`config.mk`:
```
export PLATFORM = sky130hd
export DESIGN_NAME = cu_seq_ctrl
export DESIGN_NICKNAME = d
export VERILOG_FILES = /design/src/rtl/cu_pkg.sv /design/src/rtl/cu_irq_arb.sv /design/src/rtl/cu_seq_ctrl.sv
export SDC_FILE = /design/constraint.sdc
export NUM_CORES = 1
export LEC_CHECK = 0
export ABC_AREA = 1
export CAP_MARGIN = 20
export CORE_AREA = 3 3 54 43
export DETAILED_ROUTE_END_ITERATION = 7
export DIE_AREA = 0 0 57 46
export GPL_TIMING_DRIVEN = 0
export HOLD_SLACK_MARGIN = 0.08
export MAX_ROUTING_LAYER = met4
export PLACE_DENSITY = 0.8
export REMOVE_ABC_BUFFERS = 1
export SYNTH_ARGS = -nofsm -noshare
export SYNTH_HDL_FRONTEND = slang
export SYNTH_SLANG_ARGS = --single-unit
```
`constraint.sdc`:
```
create_clock -name clk -period 1.85 [get_ports clk]
set_input_delay 0.185 -clock clk [delete_from_list [all_inputs] [get_ports clk]]
set_output_delay 0.185 -clock clk [all_outputs]
set_load 0.1 [all_outputs]
```
`src/rtl/cu_pkg.sv`:
```
// rtl/cu_pkg.sv - shared state encoding and opcode constants for the sequencing control unit
// Optional feature macro: CU_MULDIV_EN (adds the MULDIV state).
package cu_pkg;

    typedef enum logic [2:0] {
        ST_FETCH    = 3'd0,
        ST_EXEC     = 3'd1,
        ST_MEM_WAIT = 3'd2,
        ST_WB       = 3'd3,
        ST_INTRPT   = 3'd4
`ifdef CU_MULDIV_EN
        ,
        ST_MULDIV   = 3'd5
`endif
    } cu_state_e;

    localparam logic [6:0] OPC_LOAD   = 7'b0000011;
    localparam logic [6:0] OPC_STORE  = 7'b0100011;
    localparam logic [6:0] OPC_OP     = 7'b0110011;
    localparam logic [6:0] OPC_OP_IMM = 7'b0010011;
    localparam logic [6:0] OPC_LUI    = 7'b0110111;
    localparam logic [6:0] OPC_AUIPC  = 7'b0010111;
    localparam logic [6:0] OPC_JAL    = 7'b1101111;
    localparam logic [6:0] OPC_JALR   = 7'b1100111;
    localparam logic [6:0] OPC_BRANCH = 7'b1100011;
    localparam logic [6:0] OPC_SYSTEM = 7'b1110011;

endpackage

```
`src/rtl/cu_irq_arb.sv`:
```
// rtl/cu_irq_arb.sv - interrupt edge capture, pending storage and lowest-index priority select
// Ports: clk, rst_n (async, active-low); irq/irq_en_mask/mie request inputs;
//        clr removes the selected source; irq_req says an interrupt must be taken
//        at the next completion; cause is the lowest enabled pending index.
module cu_irq_arb #(
    parameter int NUM_IRQ = 4,
    parameter int CAUSE_W = 2
) (
    input  logic               clk,
    input  logic               rst_n,
    input  logic [NUM_IRQ-1:0] irq,
    input  logic [NUM_IRQ-1:0] irq_en_mask,
    input  logic               mie,
    input  logic               clr,
    output logic               irq_req,
    output logic [CAUSE_W-1:0] cause
);

    logic [NUM_IRQ-1:0] irq_q;
    logic [NUM_IRQ-1:0] pending;
    logic [NUM_IRQ-1:0] rise;
    logic [NUM_IRQ-1:0] elig;
    logic [NUM_IRQ-1:0] clr_oh;

    assign rise = irq & ~irq_q;
    assign elig = pending & irq_en_mask;

    // An edge arriving in the completing cycle is already counted so the
    // instruction retiring in that cycle diverts to the handler.
    assign irq_req = mie & (|((pending | rise) & irq_en_mask));

    always_comb begin
        cause = '0;
        for (int i = NUM_IRQ - 1; i >= 0; i--) begin
            if (elig[i]) cause = CAUSE_W'(i);
        end
    end

    always_comb begin
        clr_oh = '0;
        for (int i = 0; i < NUM_IRQ; i++) begin
            clr_oh[i] = clr && (|elig) && (cause == CAUSE_W'(i));
        end
    end

    // Clear first, then OR the new edges so a coincident edge survives.
    always_ff @(posedge clk or negedge rst_n) begin
        if (!rst_n) begin
            irq_q   <= '0;
            pending <= '0;
        end else begin
            irq_q   <= irq;
            pending <= (pending & ~clr_oh) | rise;
        end
    end

endmodule

```
`src/rtl/cu_seq_ctrl.sv`:
```
// rtl/cu_seq_ctrl.sv - multi-cycle instruction sequencing FSM with interrupt entry
// Optional feature macro: CU_MULDIV_EN (R-type with funct7_b0=1 runs through MULDIV).
// Ports: clk, rst_n (async, active-low); opcode/func/funct7_b0 instruction fields;
//        irq/irq_en_mask/mie interrupt inputs; mem_ready, muldiv_done handshakes;
//        pc_write, rfile_write, mem_rden1, mem_rden2, mem_we2, csr_we, intrpt_taken,
//        mret_exec, muldiv_start strobes; irq_cause serviced index; state debug view.
module cu_seq_ctrl
    import cu_pkg::*;
#(
    parameter int NUM_IRQ = 4,
    parameter int CAUSE_W = (NUM_IRQ > 1) ? $clog2(NUM_IRQ) : 1
) (
    input  logic               clk,
    input  logic               rst_n,
    input  logic [6:0]         opcode,
    input  logic [2:0]         func,
    input  logic               funct7_b0,
    input  logic [NUM_IRQ-1:0] irq,
    input  logic [NUM_IRQ-1:0] irq_en_mask,
    input  logic               mie,
    input  logic               mem_ready,
    input  logic               muldiv_done,
    output logic               pc_write,
    output logic               rfile_write,
    output logic               mem_rden1,
    output logic               mem_rden2,
    output logic               mem_we2,
    output logic               csr_we,
    output logic               intrpt_taken,
    output logic               mret_exec,
    output logic               muldiv_start,
    output logic [CAUSE_W-1:0] irq_cause,
    output logic [2:0]         state
);

    cu_state_e          state_q;
    cu_state_e          state_d;
    logic               complete;
    logic               irq_req;
    logic [CAUSE_W-1:0] cause;
    logic               unused_ok;

`ifdef CU_MULDIV_EN
    assign unused_ok = ^func[2:1];
`else
    assign unused_ok = ^{func[2:1], funct7_b0, muldiv_done};
`endif

    cu_irq_arb #(
        .NUM_IRQ (NUM_IRQ),
        .CAUSE_W (CAUSE_W)
    ) u_irq_arb (
        .clk         (clk),
        .rst_n       (rst_n),
        .irq         (irq),
        .irq_en_mask (irq_en_mask),
        .mie         (mie),
        .clr         (intrpt_taken),
        .irq_req     (irq_req),
        .cause       (cause)
    );

    always_ff @(posedge clk or negedge rst_n) begin
        if (!rst_n) state_q <= ST_FETCH;
        else        state_q <= state_d;
    end

    assign state     = state_q;
    assign irq_cause = (state_q == ST_INTRPT) ? cause : '0;

    always_comb begin
        state_d      = state_q;
        complete     = 1'b0;
        pc_write     = 1'b0;
        rfile_write  = 1'b0;
        mem_rden1    = 1'b0;
        mem_rden2    = 1'b0;
        mem_we2      = 1'b0;
        csr_we       = 1'b0;
        intrpt_taken = 1'b0;
        mret_exec    = 1'b0;
        muldiv_start = 1'b0;

        case (state_q)
            ST_FETCH: begin
                mem_rden1 = 1'b1;
                if (mem_ready) state_d = ST_EXEC;
            end
            ST_EXEC: begin
                case (opcode)
                    OPC_LOAD: begin
                        mem_rden2 = 1'b1;
                        state_d   = ST_MEM_WAIT;
                    end
                    OPC_STORE: begin
                        mem_we2 = 1'b1;
                        state_d = ST_MEM_WAIT;
                    end
                    OPC_OP: begin
`ifdef CU_MULDIV_EN
                        if (funct7_b0) begin
                            muldiv_start = 1'b1;
                            state_d      = ST_MULDIV;
                        end else begin
                            pc_write    = 1'b1;
                            rfile_write = 1'b1;
                            complete    = 1'b1;
                        end
`else
                        pc_write    = 1'b1;
                        rfile_write = 1'b1;
                        complete    = 1'b1;
`endif
                    end
                    OPC_OP_IMM, OPC_LUI, OPC_AUIPC, OPC_JAL, OPC_JALR: begin
                        pc_write    = 1'b1;
                        rfile_write = 1'b1;
                        complete    = 1'b1;
                    end
                    OPC_SYSTEM: begin
                        pc_write = 1'b1;
                        complete = 1'b1;
                        if (func[0]) begin
                            rfile_write = 1'b1;
                            csr_we      = 1'b1;
                        end else begin
                            mret_exec = 1'b1;
                        end
                    end
                    default: begin
                        // branches and unknown opcodes only advance the PC
                        pc_write = 1'b1;
                        complete = 1'b1;
                    end
                endcase
            end
            ST_MEM_WAIT: begin
                if (opcode == OPC_STORE) begin
                    mem_we2 = 1'b1;
                    if (mem_ready) begin
                        pc_write = 1'b1;
                        complete = 1'b1;
                    end
                end else begin
                    mem_rden2 = 1'b1;
                    if (mem_ready) state_d = ST_WB;
                end
            end
            ST_WB: begin
                pc_write    = 1'b1;
                rfile_write = 1'b1;
                complete    = 1'b1;
            end
            ST_INTRPT: begin
                intrpt_taken = 1'b1;
                pc_write     = 1'b1;
                state_d      = ST_FETCH;
            end
`ifdef CU_MULDIV_EN
            ST_MULDIV: begin
                if (muldiv_done) begin
                    pc_write    = 1'b1;
                    rfile_write = 1'b1;
                    complete    = 1'b1;
                end
            end
`endif
            default: state_d = ST_FETCH;
        endcase

        if (complete) state_d = irq_req ? ST_INTRPT : ST_FETCH;
    end

endmodule

```
### Yosys cells after proc, flatten, opt, wreduce, memory -nomap -nowiden

Cells that the tools add are included.

| operators by class | value |
|---|---|
| eq/ne operators | 21 |
| multiplexer cells | 32 |
| bitwise gates (word level) | 9 |
| reduce and logical (&&, ||, !) cells | 14 |

Operators by type and width:

| cell | count |
|---|---|
| $eq 7x6->1 const B | 3 |
| $eq 7x7->1 const B | 3 |
| $mux 3 | 6 |
| $and 4x4->4 | 4 |
| $mux 1 | 15 |
| $eq 7x5->1 const B | 2 |
| $ne 3x3->1 const B | 4 |
| $pmux 3 s4 | 1 |
| $mux 2 | 5 |
| $not 4->4 | 2 |
| $or 4x4->4 | 2 |
| $reduce_or 4->1 | 2 |
| $eq 7x2->1 const B | 1 |
| $eq 3x2->1 const B | 2 |
| $pmux 1 s2 | 3 |
| $pmux 1 s3 | 2 |
| $reduce_or 2->1 | 3 |
| $reduce_or 6->1 | 1 |
| $logic_and 1x1->1 | 5 |
| $reduce_and 5->1 | 1 |
| $eq 2x2->1 const B | 2 |
| $eq 3x1->1 const B | 1 |
| $eq 3x3->1 const B | 1 |
| $logic_not 3->1 | 1 |
| other kinds (4) | 4 |

| storage, ports and cells | value |
|---|---|
| flip-flop bits (word level) | 11 |
| bits of input ports | 24 |
| output and inout port bits | 14 |
| logic and storage cells | 79 |

### Logic depth before layout (Yosys ltp)

Gate-level depths: netlist of run 1.

| depth | value |
|---|---|
| depth in word-level cells | 10 |
| depth in mapped cells | 8 |
| depth with buffers taken out | 8 |

### By module

Synthesis of run 1 repeated with hierarchy kept, for this count alone.

| second synthesis, totals | value |
|---|---|
| cells, all modules | 117 |
| area total of the unflattened synthesis | 749.5 um^2 |

Modules (own cells, without submodules):

| module | instances | cells each | area each (um^2) | sequential area each (um^2) |
|---|---|---|---|---|
| cu_irq_arb | 1 | 52 | 396.6 | 200.2 |
| cu_seq_ctrl | 1 | 65 | 352.8 | 75.1 |

### Worst setup path before layout of run 1

OpenSTA, ideal clock, no wires.

| path | value |
|---|---|
| path kind | reg2out |
| from | register state_q[0], in the netlist state[0] |
| to | output port mret_exec |
| data arrival time | 3,474 ps |
| required time | 1,665 ps |
| setup slack | -1,809 ps |
| cell stages (with the launch flop) | 5 |
| path buffers | 0 |
| cell sequence | dfrtp_1 -> inv_2 -> nor3_2 -> inv_2 -> nor3_1 |

| between the ends | value |
|---|---|
| word-level cells in the longest chain between the ends | 2 |

Ends and longest elaborated chain:

| element | RTL line | source |
|---|---|---|
| start: declaration | cu_seq_ctrl.sv:36 | `cu_state_e state_q;` |
| start signal: assignment | cu_seq_ctrl.sv:65 | `else state_q <= state_d;` |
| $eq 3x1->1 | cu_seq_ctrl.sv:84 | `case (state_q)` |
| $mux 1 | cu_seq_ctrl.sv:84 |  |
| end: declaration | cu_seq_ctrl.sv:30 | `output logic mret_exec,` |

No other way between the ends.

### Worst setup path in the final report of run 1

| path | value |
|---|---|
| from | register state_q[1], in the netlist state[1] |
| to | output port state[1] |

RTL lines:

| element | RTL line | source |
|---|---|---|
| end: declaration | cu_seq_ctrl.sv:33 | `output logic [2:0] state` |

No word-level cell between the ends.

==> results.yml, run 1 <==
cts:
  htree_num_levels: 1
  tritoncts_clock_tree: "yes"
  cts_sinks: 11
  cts.repair_timing.setup_buffer_count: 0
  number_of_clock_buffers_inserted_by_tritoncts: 3
  cts-root-buf: "clkbuf_4"
  clk_latency_ps: 270
  cts.path.max_buffers: 2
  worst_setup_hold_path_clk_slew_ps: 70
setup_path:
  timing.critical_path.buf_inv: 1
  crit_path_max_incr_delay_ps: 890
  worst-setup-path-type: "flop to output pin"
  cp-startpoint: "state[1]$_DFFE_PN0P_"
  reg2regPathDepth: 7
  cp-end-kind: "output pin"
  crit_cells: 1
  critPathSlowestCell: "dlygate4sd2_1"
  critical_path.reg2reg.startpoint: "state[2]$_DFFE_PN0P_"
  cp.required_ps: 1660
  timing.critical_path.max_delay_family: "buffers and inverters"
  setup.worst_path.start_class: "flop"
  critical_path.cell_chain: "dlygate4sd2_1"
  critPathMaxFanout: 6
  worst-endpoint-arrival_ps: 1600
sta:
  worst_pin_slew_ps: 979
  final_critical_path_setup_slack_ps: 66.1
  timing_max_transition_violations_final: 0
  period_needed_ps: 1780
  finClkSkew_ps: 5.09
  max-slew-margin-rel: 0.350
  finalSetupViolCount: 0
  hold_viol: 0
  rsz_0062_raised_after_global_routing: "no"
  finalCritPeriodShare: 0.964
  hold-worst-slack_ps: 259
  highest_attainable_clock_frequency_ghz: 0.561
run_status:
  run_status: "complete, no violations"
grt:
  grt_max_degree: 12
  first_pass_grt_wire_length_um: 3100
  vias_in_the_first_global_route: 767
  grt_overflow: 0
  antenna_found_initial: 0
  gr-usage-all-layers: 0.160
synthesis:
  synth_top_cell_area_share: 0.364
  main_synth_ff_type: "dfrtp_1"
  synth-warning-count: 0
  seq_area_frac_synth: 0.364
  post_synth_top_cells: "36 x nand2_1, 19 x inv_1, 12 x nand3_1"
  synthesis.area_per_instance_um2: 6.64
  largest_family_of_logic_cells_by_synthesized_area: "simple AND/OR/NAND/NOR gates"
  post_synthesis_adder_cell_area_fraction: 0
  postSynth.asyncResetShare: 1.00
  synthMuxAreaShare: 0
  yosys.cell_count.top_type: "nand2_1"
  ys_types: 19
  synth_edf_count: 0
  mapped_area_um2: 757
  post_synth_main_area_contributors: "dfrtp_1 36%, nand2_1 18%, inv_1 9.4%, nand3_1 7.9%, nor2_1 4.5%"
  synth.ff_latch_count: 11
  yosys.area_share.simple: 0.469
  synth_xor_xnor_area_share: 0
  synth_area_leader_cell: "dfrtp_1"
  post_synth_inst_count: 114
  synth-compound-area-share: 0.0479
floorplan:
  placement_rows: 13
  die_width_um: 57
  floorplan.initialDensity: 0.423
  die_h_um: 46
  floorplan.core_area_um2: 1790
  die-area_um2: 2620
  boundaryPins: 38
routing:
  antenna_left: 0
  drc: 0
  viasPerCell: 4.88
  postRouteWirelength_um: 1960
  detailroute.via_count: 834
  post_drt_wl_per_cell_um: 11.4
  detailedRoute.firstIterationViolations: 35
  first_pass_iters: 4
power_and_ir_drop:
  power_density_nw_per_um2: 1220
  peakVddDrop_mv: 1.21
  power_leakage_nw: 0.594
final_layout:
  antennaDiodeCount: 0
  instances_no_fill: 171
  final_util: 0.622
  layout-drive-gt1-share: 0.201
  nFillCells: 163
  final_nets: 174
  syn2layout_area_growth_pct: 47.1
placement:
  port-buffer-count: 32
  post-place-cells: 167
  place_ws_ps: -778
  dpl.hpwl_um: 1610
  gp_congestion: 0.862
hold_path:
  timing.hold.worst.class: "input port to async pin"
job:
  drv.max_cap_violation_count: 0
[report_power, final]
group	leakage [nW]	switching, W	internal (W)
Clock	0.0150	0.0000777	0.0000835
Sequential	0.119	0.0000473	0.000279
Combinational	0.460	0.000662	0.000211
[flip-flops by register name (all words and copies together) (netlist names)]
register and count:
state 3, u_irq_arb.irq_q 4, u_irq_arb.pending 4
[final timing paths]
kind	slack [ps]	end
min in group clk	380	u_irq_arb.irq_q[0]$_DFF_PN0_
setup / recovery	70	state[1]
hold / removal	260	u_irq_arb.irq_q[0]$_DFF_PN0_
hold reg to reg	480	u_irq_arb.pending[2]$_DFF_PN0_
max in group asynchronous	1220	state[1]$_DFFE_PN0P_
setup reg to reg	680	state[2]$_DFFE_PN0P_
[timing repair]
action                     CTS  global route
resized for setup           50            16
hold buffers                 0             0
setup endpoints to repair   13             9
pin swaps                    0             0
[cell usage in the layout, fill, tap and decap left out]
cell,instances
buf_2,2
buf_4,4
buf_6,1
buf_8,1
clkbuf_1,1
clkbuf_2,1
clkbuf_4,3
clkdlybuf4s15_2,2
clkdlybuf4s50_1,19
conb_1,1
dfrtp_1,9
dfrtp_2,2
dlygate4sd2_1,2
inv_1,19
inv_2,2
nand2_1,36
nand2_2,3
nand3_1,12
nand3b_4,1
nand4_1,1
nor2_1,9
nor2_2,5
nor2_4,2
nor3_1,2
nor3_4,1
nor3b_1,1
o21ai_0,5
o21ai_1,1
o22ai_1,1
[through the flow]
step                setup TNS [ps]  power [W]  instance area (µm²)
finish                           0    0.00136                 1110
global route                     0    0.00143                 1110
CTS                           -120    0.00133                 1100
detailed placement           -5420    0.00120                 1100
global placement             -5150    0.00119                 1100
floorplan                    -8340   0.000983                  749
[layer usage]
layer	wire length (µm)	part of all wire	GRT usage
met1	836	0.43	0.198
met2	970	0.50	0.262
met3	111	0.057	0.0340
met4	38	0.019	0.0556
met5	0	0	-
[final cells by class]
cell class / instances / area (µm²) / area share
multi-input cells: 81 / 402 / 0.361
flip-flops and latches: 11 / 278 / 0.249
clock buffers: 4 / 26.3 / 0.0236
repair buffers: 32 / 302 / 0.271
well taps: 22 / 27.5 / 0.0247
inverters: 21 / 78.8 / 0.0708
[cell families (layout without fill, tap and decap cells)]
logic type / after synthesis / count (layout)
flip-flops: 11 / 11
AO/OA/AOI/OAI: 7 / 7
buffers and inverters: 22 / 57
AND/OR/NAND/NOR: 73 / 73
other: 1 / 1
No activity file was read; power rests on OpenSTA's default activity.
==> inputs of run 2 (changes only) <==
--- a/config.mk
+++ b/config.mk
@@ -18,3 +18,4 @@
 export SYNTH_ARGS = -nofsm -noshare
 export SYNTH_HDL_FRONTEND = slang
 export SYNTH_SLANG_ARGS = --single-unit
+export TNS_END_PERCENT = 50
==> results.yml, run 2 (same netlist as run 1, synthesis figures left out) <==
floorplan:
  die_width_um: 57
  floorplan.core_area_um2: 1790
  placement_rows: 13
  boundaryPins: 38
  floorplan.initialDensity: 0.423
  die-area_um2: 2620
  die_h_um: 46
power_and_ir_drop:
  clockPowerShare: 0.117
  power_leakage_nw: 0.597
  power.internal_w: 0.000575
  power_density_nw_per_um2: 1220
  peakVddDrop_mv: 1.21
  switching_share: 0.577
  seqPwrFrac: 0.240
  power.combinational.fraction: 0.643
  p_switching_w: 0.000785
cts:
  cts.path.max_buffers: 2
  cts_sinks: 11
  tritoncts_clock_tree: "yes"
  clk_latency_ps: 260
  cts.repair_timing.setup_buffer_count: 0
  post_cts_hold_buffer_count: 0
  cts-root-buf: "clkbuf_4"
  worst_setup_hold_path_clk_slew_ps: 70
  number_of_clock_buffers_inserted_by_tritoncts: 3
  htree_num_levels: 1
routing:
  post_drt_wl_per_cell_um: 11.4
  detailedRoute.firstIterationViolations: 36
  first_pass_iters: 4
  viasPerCell: 4.87
  postRouteWirelength_um: 1950
  antenna_left: 0
  detailroute.via_count: 832
  drc: 0
grt:
  vias_in_the_first_global_route: 767
  grt_max_degree: 12
  grt_overflow: 0
  antenna_found_initial: 0
  gr-usage-all-layers: 0.160
  first_pass_grt_wire_length_um: 3100
setup_path:
  critPathSlowestCell: "dlygate4sd2_1"
  timing.critical_path.max_delay_family: "buffers and inverters"
  critPathMaxFanout: 6
  setup.worst_path.start_class: "flop"
  timing.critical_path.buf_inv: 1
  cp-end-kind: "output pin"
  worst-setup-path-type: "flop to output pin"
  crit_path_max_incr_delay_ps: 890
  critical_path.cell_chain: "dlygate4sd2_1"
  cp.required_ps: 1660
  worst-endpoint-arrival_ps: 1600
placement:
  port-buffer-count: 32
  post-place-cells: 167
  dpl.hpwl_um: 1610
  gp_congestion: 0.862
sta:
  highest_attainable_clock_frequency_ghz: 0.560
  rsz_0062_raised_after_global_routing: "no"
  finClkSkew_ps: 5.16
  finalSetupViolCount: 0
  fin_tns_setup_ps: 0
  period_needed_ps: 1780
  hold_viol: 0
  timing_max_transition_violations_final: 0
  worst_pin_slew_ps: 982
  max-slew-margin-rel: 0.348
  finalCritPeriodShare: 0.965
hold_path:
  timing.hold.worst.class: "input port to async pin"
final_layout:
  antennaDiodeCount: 0
  layout_common_cells: "36 x nand2_1, 19 x inv_1, 19 x clkdlybuf4s50_1, 12 x nand3_1"
  nFillCells: 163
  instances_no_fill: 171
  final_nets: 174
  layout_commonest_cell: "nand2_1"
  layout-drive-gt1-share: 0.195
  syn2layout_area_growth_pct: 47.6
job:
  drv.max_cap_violation_count: 0
run_status:
  run_status: "complete, no violations"
-- run 2: power groups by stage --
stage                     Clock [W]  Combinational (W)  Sequential (W)
after CTS                  0.000170           0.000848        0.000317
after detailed placement          0           0.000876        0.000322
after floorplan                   0           0.000528        0.000455
after global routing       0.000178           0.000918        0.000331
final                      0.000159           0.000874        0.000326
after global placement            0           0.000866        0.000321
-- run 2: final cells by class --
cell class	instances	area, µm²	area share
Timing Repair Buffer	32	305	0.273
Sequential cell	11	278	0.249
Clock buffer	4	26.3	0.0235
Tap cell	22	27.5	0.0246
Multi-Input combinational cell	81	402	0.359
Inverter	21	78.8	0.0705
-- run 2: stage by stage --
stage / setup WS (ps) / cell area, µm² / utilization / total power [W] / hold slack [ps]
5_1_grt: 3.11 / 1120 / 0.624 / 0.00143 / 295
3_5_place_dp: -778 / 1100 / 0.613 / 0.00120 / 466
6_report: 65.6 / 1120 / 0.624 / 0.00136 / 263
2_1_floorplan: -1810 / 749 / - / 0.000983 / -111
3_3_place_gp: -736 / 1100 / 0.613 / 0.00119 / 460
4_1_cts: 1.02 / 1110 / 0.619 / 0.00133 / 269
-- run 2: timing repair --
action,in CTS,in global routing
resized for setup,51,12
setup endpoints to repair,13,9
pin swaps,0,0
gates cloned,0,0
-- run 2: path summary, 6_finish.rpt --
| check | from | to | slack (ps) | depth (start not counted) |
|---|---|---|---|---|
| setup / recovery | state[1]$_DFFE_PN0P_ | state[1] | 70 | 1 |
| hold / removal | rst_n | u_irq_arb.irq_q[0]$_DFF_PN0_ | 260 | 1 |
| setup reg to reg | state[2]$_DFFE_PN0P_ | state[2]$_DFFE_PN0P_ | 680 | 7 |
| hold reg to reg | u_irq_arb.pending[2]$_DFF_PN0_ | u_irq_arb.pending[2]$_DFF_PN0_ | 480 | 2 |
| max in group asynchronous | rst_n | state[1]$_DFFE_PN0P_ | 1220 | 1 |
| min in group clk | irq[0] | u_irq_arb.irq_q[0]$_DFF_PN0_ | 380 | 1 |
-- run 2: per-layer routing --
layer	track usage	part of all wire	up-vias
li1	-	-	421
met1	0.198	0.43	383
met2	0.262	0.50	24
met3	0.0340	0.050	4
met4	0.0556	0.019	0
met5	-	0	-
